### src/rtl/xkeybuf_pkg.sv
// Shared constants and types for the buffered PS/2 keyboard front end.
// Build option: XKEYBUF_PARITY_EN turns on the odd-parity check in xps2_rx.
package xkeybuf_pkg;

  localparam logic [7:0] KB_E0 = 8'hE0;
  localparam logic [7:0] KB_F0 = 8'hF0;

  localparam int ENTRY_W = 10;
  localparam int DOUT_W  = 13;

  // data_out = {frame_err, ovf, valid, ext, brk, code[7:0]}
  localparam int DO_CODE_LSB = 0;
  localparam int DO_BRK      = 8;
  localparam int DO_EXT      = 9;
  localparam int DO_VALID    = 10;
  localparam int DO_OVF      = 11;
  localparam int DO_FERR     = 12;

  localparam logic [15:0] KBUF_BASE = 16'hFF10;

  typedef enum logic [1:0] {RX_IDLE, RX_SHIFT, RX_DONE} rx_state_t;
  typedef enum logic [1:0] {DEC_IDLE, DEC_E0, DEC_F0, DEC_E0F0} dec_state_t;

  function automatic logic [ENTRY_W-1:0] make_entry(input logic ext, input logic brk,
                                                     input logic [7:0] code);
    return {ext, brk, code};
  endfunction

endpackage

### src/rtl/xkeybuf_rx.sv
// PS/2 receiver: synchronisers, clock glitch filter, falling-edge strobe, frame FSM.
// Build option: XKEYBUF_PARITY_EN enables the odd-parity check.
module xps2_rx
  import xkeybuf_pkg::*;
#(
  parameter int FILT_LEN = 8,
  parameter int TIMEOUT  = 50000
) (
  input  logic       clk,
  input  logic       rst,
  input  logic       ps2_clk,
  input  logic       ps2_data,
  output logic       byte_vld,
  output logic [7:0] data_byte,
  output logic       frame_err_pulse
);

  localparam int FW = $clog2(FILT_LEN + 1);
  localparam int TW = $clog2(TIMEOUT + 1);

  logic [1:0]    clk_sync;
  logic [1:0]    data_sync;
  logic [FW-1:0] filt_cnt;
  logic          filt_clk;
  logic          fall;
  rx_state_t     state;
  logic [3:0]    bit_cnt;
  logic [7:0]    shreg;
  logic          parity_bit;
  logic [TW-1:0] idle_cnt;
  logic          parity_ok;
  logic          frame_ok;

  always_ff @(posedge clk) begin
    if (rst) begin
      clk_sync  <= 2'b11;
      data_sync <= 2'b11;
    end else begin
      clk_sync  <= {clk_sync[0], ps2_clk};
      data_sync <= {data_sync[0], ps2_data};
    end
  end

  // A level change is accepted only after FILT_LEN consecutive differing samples.
  always_ff @(posedge clk) begin
    if (rst) begin
      filt_cnt <= '0;
      filt_clk <= 1'b1;
      fall     <= 1'b0;
    end else begin
      fall <= 1'b0;
      if (clk_sync[1] == filt_clk) begin
        filt_cnt <= '0;
      end else if (filt_cnt == FW'(FILT_LEN - 1)) begin
        filt_clk <= clk_sync[1];
        filt_cnt <= '0;
        fall     <= filt_clk;
      end else begin
        filt_cnt <= filt_cnt + FW'(1);
      end
    end
  end

`ifdef XKEYBUF_PARITY_EN
  assign parity_ok = ^{shreg, parity_bit};
`else
  logic unused_parity;
  assign unused_parity = parity_bit;
  assign parity_ok     = 1'b1;
`endif

  // On the stop-bit edge the incoming sample is the stop bit itself.
  assign frame_ok = data_sync[1] & parity_ok;

  always_ff @(posedge clk) begin
    if (rst) begin
      state           <= RX_IDLE;
      bit_cnt         <= '0;
      shreg           <= '0;
      parity_bit      <= 1'b0;
      idle_cnt        <= '0;
      byte_vld        <= 1'b0;
      frame_err_pulse <= 1'b0;
    end else begin
      byte_vld        <= 1'b0;
      frame_err_pulse <= 1'b0;
      case (state)
        RX_IDLE: begin
          idle_cnt <= '0;
          bit_cnt  <= 4'd1;
          if (fall && !data_sync[1]) state <= RX_SHIFT;
        end
        RX_SHIFT: begin
          if (fall) begin
            idle_cnt <= '0;
            bit_cnt  <= bit_cnt + 4'd1;
            if (bit_cnt <= 4'd8) begin
              shreg <= {data_sync[1], shreg[7:1]};
            end else if (bit_cnt == 4'd9) begin
              parity_bit <= data_sync[1];
            end else begin
              state           <= RX_DONE;
              byte_vld        <= frame_ok;
              frame_err_pulse <= ~frame_ok;
            end
          end else if (idle_cnt == TW'(TIMEOUT - 1)) begin
            state <= RX_IDLE;
          end else begin
            idle_cnt <= idle_cnt + TW'(1);
          end
        end
        RX_DONE: state <= RX_IDLE;
        default: state <= RX_IDLE;
      endcase
    end
  end

  assign data_byte = shreg;

endmodule

### src/rtl/xkeybuf.sv
// Buffered PS/2 keyboard port: prefix decoder folding E0/F0 into events, event FIFO, bus port.
// Build option: XKEYBUF_PARITY_EN (passed through to xps2_rx) enables the parity check.
module xkeybuf
  import xkeybuf_pkg::*;
#(
  parameter int FIFO_AW  = 3,
  parameter int FILT_LEN = 8,
  parameter int TIMEOUT  = 50000
) (
  input  logic              clk,
  input  logic              rst,
  input  logic              ps2_clk,
  input  logic              ps2_data,
  input  logic              sel,
  input  logic              we,
  input  logic [1:0]        data_in,
  output logic [DOUT_W-1:0] data_out
);

  localparam int DEPTH = 1 << FIFO_AW;

  logic               byte_vld;
  logic [7:0]         data_byte;
  logic               frame_err_pulse;
  dec_state_t         dec_state;
  logic               flush;
  logic               clear;
  logic               rd;
  logic               ext;
  logic               brk;
  logic               push;
  logic               push_ok;
  logic               pop;
  logic               empty;
  logic               full;
  logic [FIFO_AW:0]   wptr;
  logic [FIFO_AW:0]   rptr;
  logic [ENTRY_W-1:0] mem [DEPTH];
  logic [ENTRY_W-1:0] head;
  logic               frame_err;
  logic               ovf;

  xps2_rx #(
    .FILT_LEN(FILT_LEN),
    .TIMEOUT (TIMEOUT)
  ) u_rx (
    .clk            (clk),
    .rst            (rst),
    .ps2_clk        (ps2_clk),
    .ps2_data       (ps2_data),
    .byte_vld       (byte_vld),
    .data_byte      (data_byte),
    .frame_err_pulse(frame_err_pulse)
  );

  assign flush = sel & we & data_in[0];
  assign clear = sel & we & data_in[1];
  assign rd    = sel & ~we;

  assign ext  = (dec_state == DEC_E0) || (dec_state == DEC_E0F0);
  assign brk  = (dec_state == DEC_F0) || (dec_state == DEC_E0F0);
  // A flush in the same cycle discards the incoming event.
  assign push = byte_vld && (data_byte != KB_E0) && (data_byte != KB_F0) && !flush;

  always_ff @(posedge clk) begin
    if (rst) begin
      dec_state <= DEC_IDLE;
    end else if (flush) begin
      dec_state <= DEC_IDLE;
    end else if (byte_vld) begin
      case (data_byte)
        KB_E0:   dec_state <= DEC_E0;
        KB_F0:   dec_state <= ext ? DEC_E0F0 : DEC_F0;
        default: dec_state <= DEC_IDLE;
      endcase
    end
  end

  assign empty   = (wptr == rptr);
  assign full    = (wptr[FIFO_AW] != rptr[FIFO_AW]) &&
                   (wptr[FIFO_AW-1:0] == rptr[FIFO_AW-1:0]);
  assign push_ok = push & ~full;
  assign pop     = rd & ~empty;

  always_ff @(posedge clk) begin
    if (push_ok) mem[wptr[FIFO_AW-1:0]] <= make_entry(ext, brk, data_byte);
  end

  always_ff @(posedge clk) begin
    if (rst || flush) begin
      wptr <= '0;
      rptr <= '0;
    end else begin
      if (push_ok) wptr <= wptr + (FIFO_AW + 1)'(1);
      if (pop)     rptr <= rptr + (FIFO_AW + 1)'(1);
    end
  end

  // A new error event outranks a simultaneous clear.
  always_ff @(posedge clk) begin
    if (rst) begin
      frame_err <= 1'b0;
      ovf       <= 1'b0;
    end else begin
      if (frame_err_pulse)  frame_err <= 1'b1;
      else if (clear)       frame_err <= 1'b0;
      if (push && full)     ovf <= 1'b1;
      else if (clear)       ovf <= 1'b0;
    end
  end

  assign head     = empty ? '0 : mem[rptr[FIFO_AW-1:0]];
  assign data_out = {frame_err, ovf, ~empty, head};

endmodule

### config.mk
export PLATFORM = sky130hd
export DESIGN_NAME = xkeybuf
export DESIGN_NICKNAME = d
export VERILOG_FILES = /design/src/rtl/xkeybuf_pkg.sv /design/src/rtl/xkeybuf_rx.sv /design/src/rtl/xkeybuf.sv
export SDC_FILE = /design/constraint.sdc
export NUM_CORES = 1
export LEC_CHECK = 0
export CAP_MARGIN = 40
export CORE_AREA = 2 2 123 101
export DETAILED_ROUTE_END_ITERATION = 16
export DIE_AREA = 0 0 125 103
export PLACE_DENSITY = 0.77
export REMOVE_ABC_BUFFERS = 1
export SLEW_MARGIN = 10
export SYNTH_ARGS = -nofsm -noshare
export SYNTH_HDL_FRONTEND = slang
export SYNTH_SLANG_ARGS = --single-unit
### constraint.sdc
create_clock -name clk -period 3.1 [get_ports clk]
set_input_delay 0.62 -clock clk [delete_from_list [all_inputs] [get_ports clk]]
set_output_delay 0.62 -clock clk [all_outputs]
set_load 0.005 [all_outputs]
After elaboration in Yosys (flattened, before gate mapping):

Memory sizes are Yosys's and may differ from the RTL's. A register that Yosys moved wholly into a read port is not among the register bits.
Cells that the tools add are included.

* flip-flop bits (word level): 54
* latch bits: 0
* RAM bits: 80
* ROM bits: 0
* bits of input ports: 8
* output and inout bits: 13
* word-level logic and storage cells: 103
* memories: 1

* add/sub/neg operators: 5
* multipliers: 0
* divide/modulo/power cells: 0
* $lt $le $gt $ge: 1
* equal/unequal tests: 21
* shift-type cells: 0
* mux-type cells: 21
* bitwise operators: 14
* reductions and logical operators: 24

Memories
* mem: depth 8, bits a word 10, read ports 1, clocked after Yosys merged registers in 1, write ports 1, RTL line xkeybuf.sv:38 `logic [ENTRY_W-1:0] mem [DEPTH];`

Operators by type and width (number)
* $mux W16: 2
* $pmux W16 S2: 1
* $add A16 B1 Y16 const B: 1
* $add A4 B1 Y4 const B: 4
* $eq A16 B16 Y1 const B: 1
* $eq A8 B8 Y1 const B: 2
* $ne A8 B8 Y1 const B: 2
* $mux W10: 1
* $mux W2: 5
* $not A1 Y1: 8
* $pmux W2 S2: 2
* $pmux W4 S2: 1
* $and A1 B1 Y1: 6
* $logic_and A1 B1 Y1: 6
* $mux W1: 6
* $mux W3: 2
* $ne A3 B3 Y1 const B: 2
* $reduce_and A2 Y1: 3
* $reduce_bool A2 Y1: 3
* $reduce_or A3 Y1: 2
* $reduce_or A5 Y1: 1
* $eq A2 B1 Y1 const B: 2
* $eq A2 B2 Y1 const B: 2
* $eq A4 B3 Y1 const B: 1
* 16 further kinds: 20

Logic depth before layout (Yosys ltp):

* word-level depth: 7
* gate-level depth with buffers: 6
* gate-level depth less buffers: 6

Modules after synthesis:

A second synthesis with hierarchy kept.

* cells, all modules: 443
* area, all modules: 5829.3 um2

By module, submodules not included
* xkeybuf: instances 1, cells an instance 223, area each 3875.0 um2, sequential area each 2702.6 um2
* xps2_rx: instances 1, cells an instance 220, area each 1954.4 um2, sequential area each 840.8 um2

Worst setup path before layout:

OpenSTA, ideal clock, no wires.

* path type: input port to flip-flop
* start point: input data_in[0]
* end point: memory mem[1][0], enable pin
* setup time: 0.407 ns
* arrival: 2.490 ns
* required time: 2.693 ns
* setup slack: 0.203 ns
* cell stages on the path: 4
* path buffers: 0
* cell sequence: and3_1 > a211oi_2 > nand2_1 > nor4b_1

* longest elaborated chain between the ends: 6

RTL lines
* start, declared: RTL line xkeybuf.sv:16 `input logic [1:0] data_in,`
* $and A1 B1 Y1: RTL line xkeybuf.sv:56 `assign flush = sel & we & data_in[0];`
* $logic_not A1 Y1: RTL line xkeybuf.sv:63 `assign push = byte_vld && (data_byte != KB_E0) && (data_byte != KB_F0) && !flush;`
* $logic_and A1 B1 Y1: RTL line xkeybuf.sv:63
* $and A1 B1 Y1: RTL line xkeybuf.sv:82 `assign push_ok = push & ~full;`
* $mux W1: RTL line xkeybuf.sv:86 `if (push_ok) mem[wptr[FIFO_AW-1:0]] <= make_entry(ext, brk, data_byte);`
* $mux W1 (not written as such): RTL line xkeybuf.sv:86
* end, declared: RTL line xkeybuf.sv:38

Every way passes these cells.

==> run metrics <==
Routed met3 length=slightly below 500 um; Clock Root Buffer=clkbuf_16; Leakage=approximately 0.0022 uW; worst-path maximum fanout=20; largest net degree at the start of global routing=21; worst-margin pin slew=~660 ps; total negative slack=0 ps; worst hold-check path type=flop to flop; Met1 Wirelength=4952 um; Synth-to-Final Area Change=18.77%; highest metal layer with signal wires=met4; Max Slew Vio Count=0; top cell type's share of synthesized area=42.39%; Tot Pwr=4050 uW; Worst-Skew Late Latency=~420 ps; Pre-antenna DRT Iters=4; cell taking the most area after synthesis=edfxtp_1; share of cells above drive strength 1=around 18%; Die Area=12880 um^2; outcome=finished clean; Final setup viols=0; clk buf depth=2; Core Region=11800 um^2; met2 WL=5360 um; CTS H-tree lvls=4; Post-synth EDFFs=80; fraction of registers with async set/reset=0%; Max Cap Viol=0; most frequent cells in the layout=edfxtp_1 (80), dfxtp_1 (57), nor2_1 (43), nand2_1 (29), mux2i_1 (27); relative slew slack=between 50% and 60%; Synth Cell Area=5667 um^2; startpoint types=flop; Power Density=between 600 and 700 nW/um^2; ANT nets after route=0; row count=36; drt drc=0; Worst Setup End Kind=output pin; Worst VDD drop=367.2 uV; number of global-route vias before repair=3406; synth warn=0; synthesis-stage register bit count=around 140; Critical Path RT=2480 ps; commonest non-fill, non-tap cell in the layout=edfxtp_1; Vias/cell=5.551; Syn Area/Cell=13.30 um^2; initial antenna violation count=0; post_cts resized=0; Hold-fix buffers, CTS=0; WS Path Type=flop to output pin; Starting Density=between 40% and 50%; routed len/inst=17.60 um; post-synth cell types=50; IO Pins=21; Gate Count Post-Synth=426; post-synthesis sequential area ratio=62.53%; clock tree from TritonCTS=built; Critical Path AT=2330 ps; worst clock skew=6.554 ps; Max Clk Rate=between 300 and 400 MHz; vias post-DR=roughly 3500; Clk pin slew, worst setup/hold paths=50 ps; ys flop type=edfxtp_1; CTS Sinks=137; Fin. Hold Viols=0; drt initial violations=about 240; DRT Wirelength=roughly 11000 um; unrepaired setup endpoints after global routing=no; Final Cycle Share=95.24%; All-Layer GR Usage=18.13%; TritonCTS buffer count=17; RePlAce Congestion=between 0.8 and 0.9; nets=474; Tmin final=2952 ps; Antenna Cells=0; global-route wire length before repair=17710 um; total grt overflow=0; postcts setup bufs=0; top post-synthesis cells by area=edfxtp_1 (42%), dfxtp_1 (20%), mux4_2 (7.9%); port bufs=20; die height=103 um; Die X=between 100 and 150 um; HPWL after DPL=a little over 7000 um
area by class of cell:
cell class              count  area, um^2
flip-flops and latches    137        3543
repair buffers             34       305.3
multi-input cells         254        2014
fillers                   944        5071
inverters                  15       56.30
clock buffers              20       446.7
well taps                 152       190.2
clock inverters            12       173.9
path summary, 6_finish.rpt:
path,start,endpoint,slack [ps],cells after the start
min reg2reg,u_rx.clk_sync[0],u_rx.clk_sync[1],410,1
max,flop,data_out[8],150,5
min,u_rx.clk_sync[0],u_rx.clk_sync[1],410,1
max reg2reg,u_rx.data_byte[3],mem[5][6],700,5
cells in the mapped netlist (all sizes together) (5+ instances only):
cell     n
nand2   29
nor4     9
o21ai    7
clkbuf  11
nor2    43
dfxtp   57
mux2i   27
nand3b   5
nand2b  10
xnor2   12
nand4   11
nor3     7
a21oi   13
edfxtp  80
nand3   10
or2      5
mux4    20
inv     15
buf      9
ha       7
power breakdown:
part | total [uW] | switching (uW) | internal [uW]
combinational | 37.0 | 19.5 | 17.5
sequential | 1910 | 2.79 | 1910
clock | 2100 | 740 | 1360
state kept, by name, summed over array words and instances, names as in the netlist, 4 cells and up, named ones only:
signal          count
mem                80
rptr                4
u_rx.bit_cnt        4
u_rx.data_byte      8
u_rx.filt_cnt       4
u_rx.idle_cnt      16
wptr                4
cells by family after synthesis:
logic type	synth area share, %
DFF	62.53
xor gates and xnor gates	2.318
adders and majority gates	1.546
AOI/OAI and AO/OA	4.394
and+or+nand+nor	13.91
muxes	12.72
buffers and inverters	2.583
worst max-delay path: stages, from the launching register on:
cell and delay [ps]:
dfxtp_1 300, buf_4 350, mux4_2 580, mux2i_1 170, nor2_1 60, clkdlybuf4s50_1 440
routing by layer:
metal,up-vias,global-route usage [%]
li1,1647,-
met1,1734,22.84
met2,64,30.14
met3,19,5.086
met4,0,7.521
met5,-,0
per-stage QoR:
step                instances  utilization [%]  instance area [um^2]  hold WS (ps)  setup WS [ps]
floorplan                 406                -                  5577         389.5          202.8
global placement          592            51.77                  6110         394.9          382.8
detailed placement        592            51.77                  6110         409.2          306.1
CTS                       624            57.03                  6730         414.8          109.2
global route              624            57.03                  6730         418.4         0.9415
finish                    624            57.03                  6730         412.5          147.6
No activity file was read; power rests on OpenSTA's default activity.
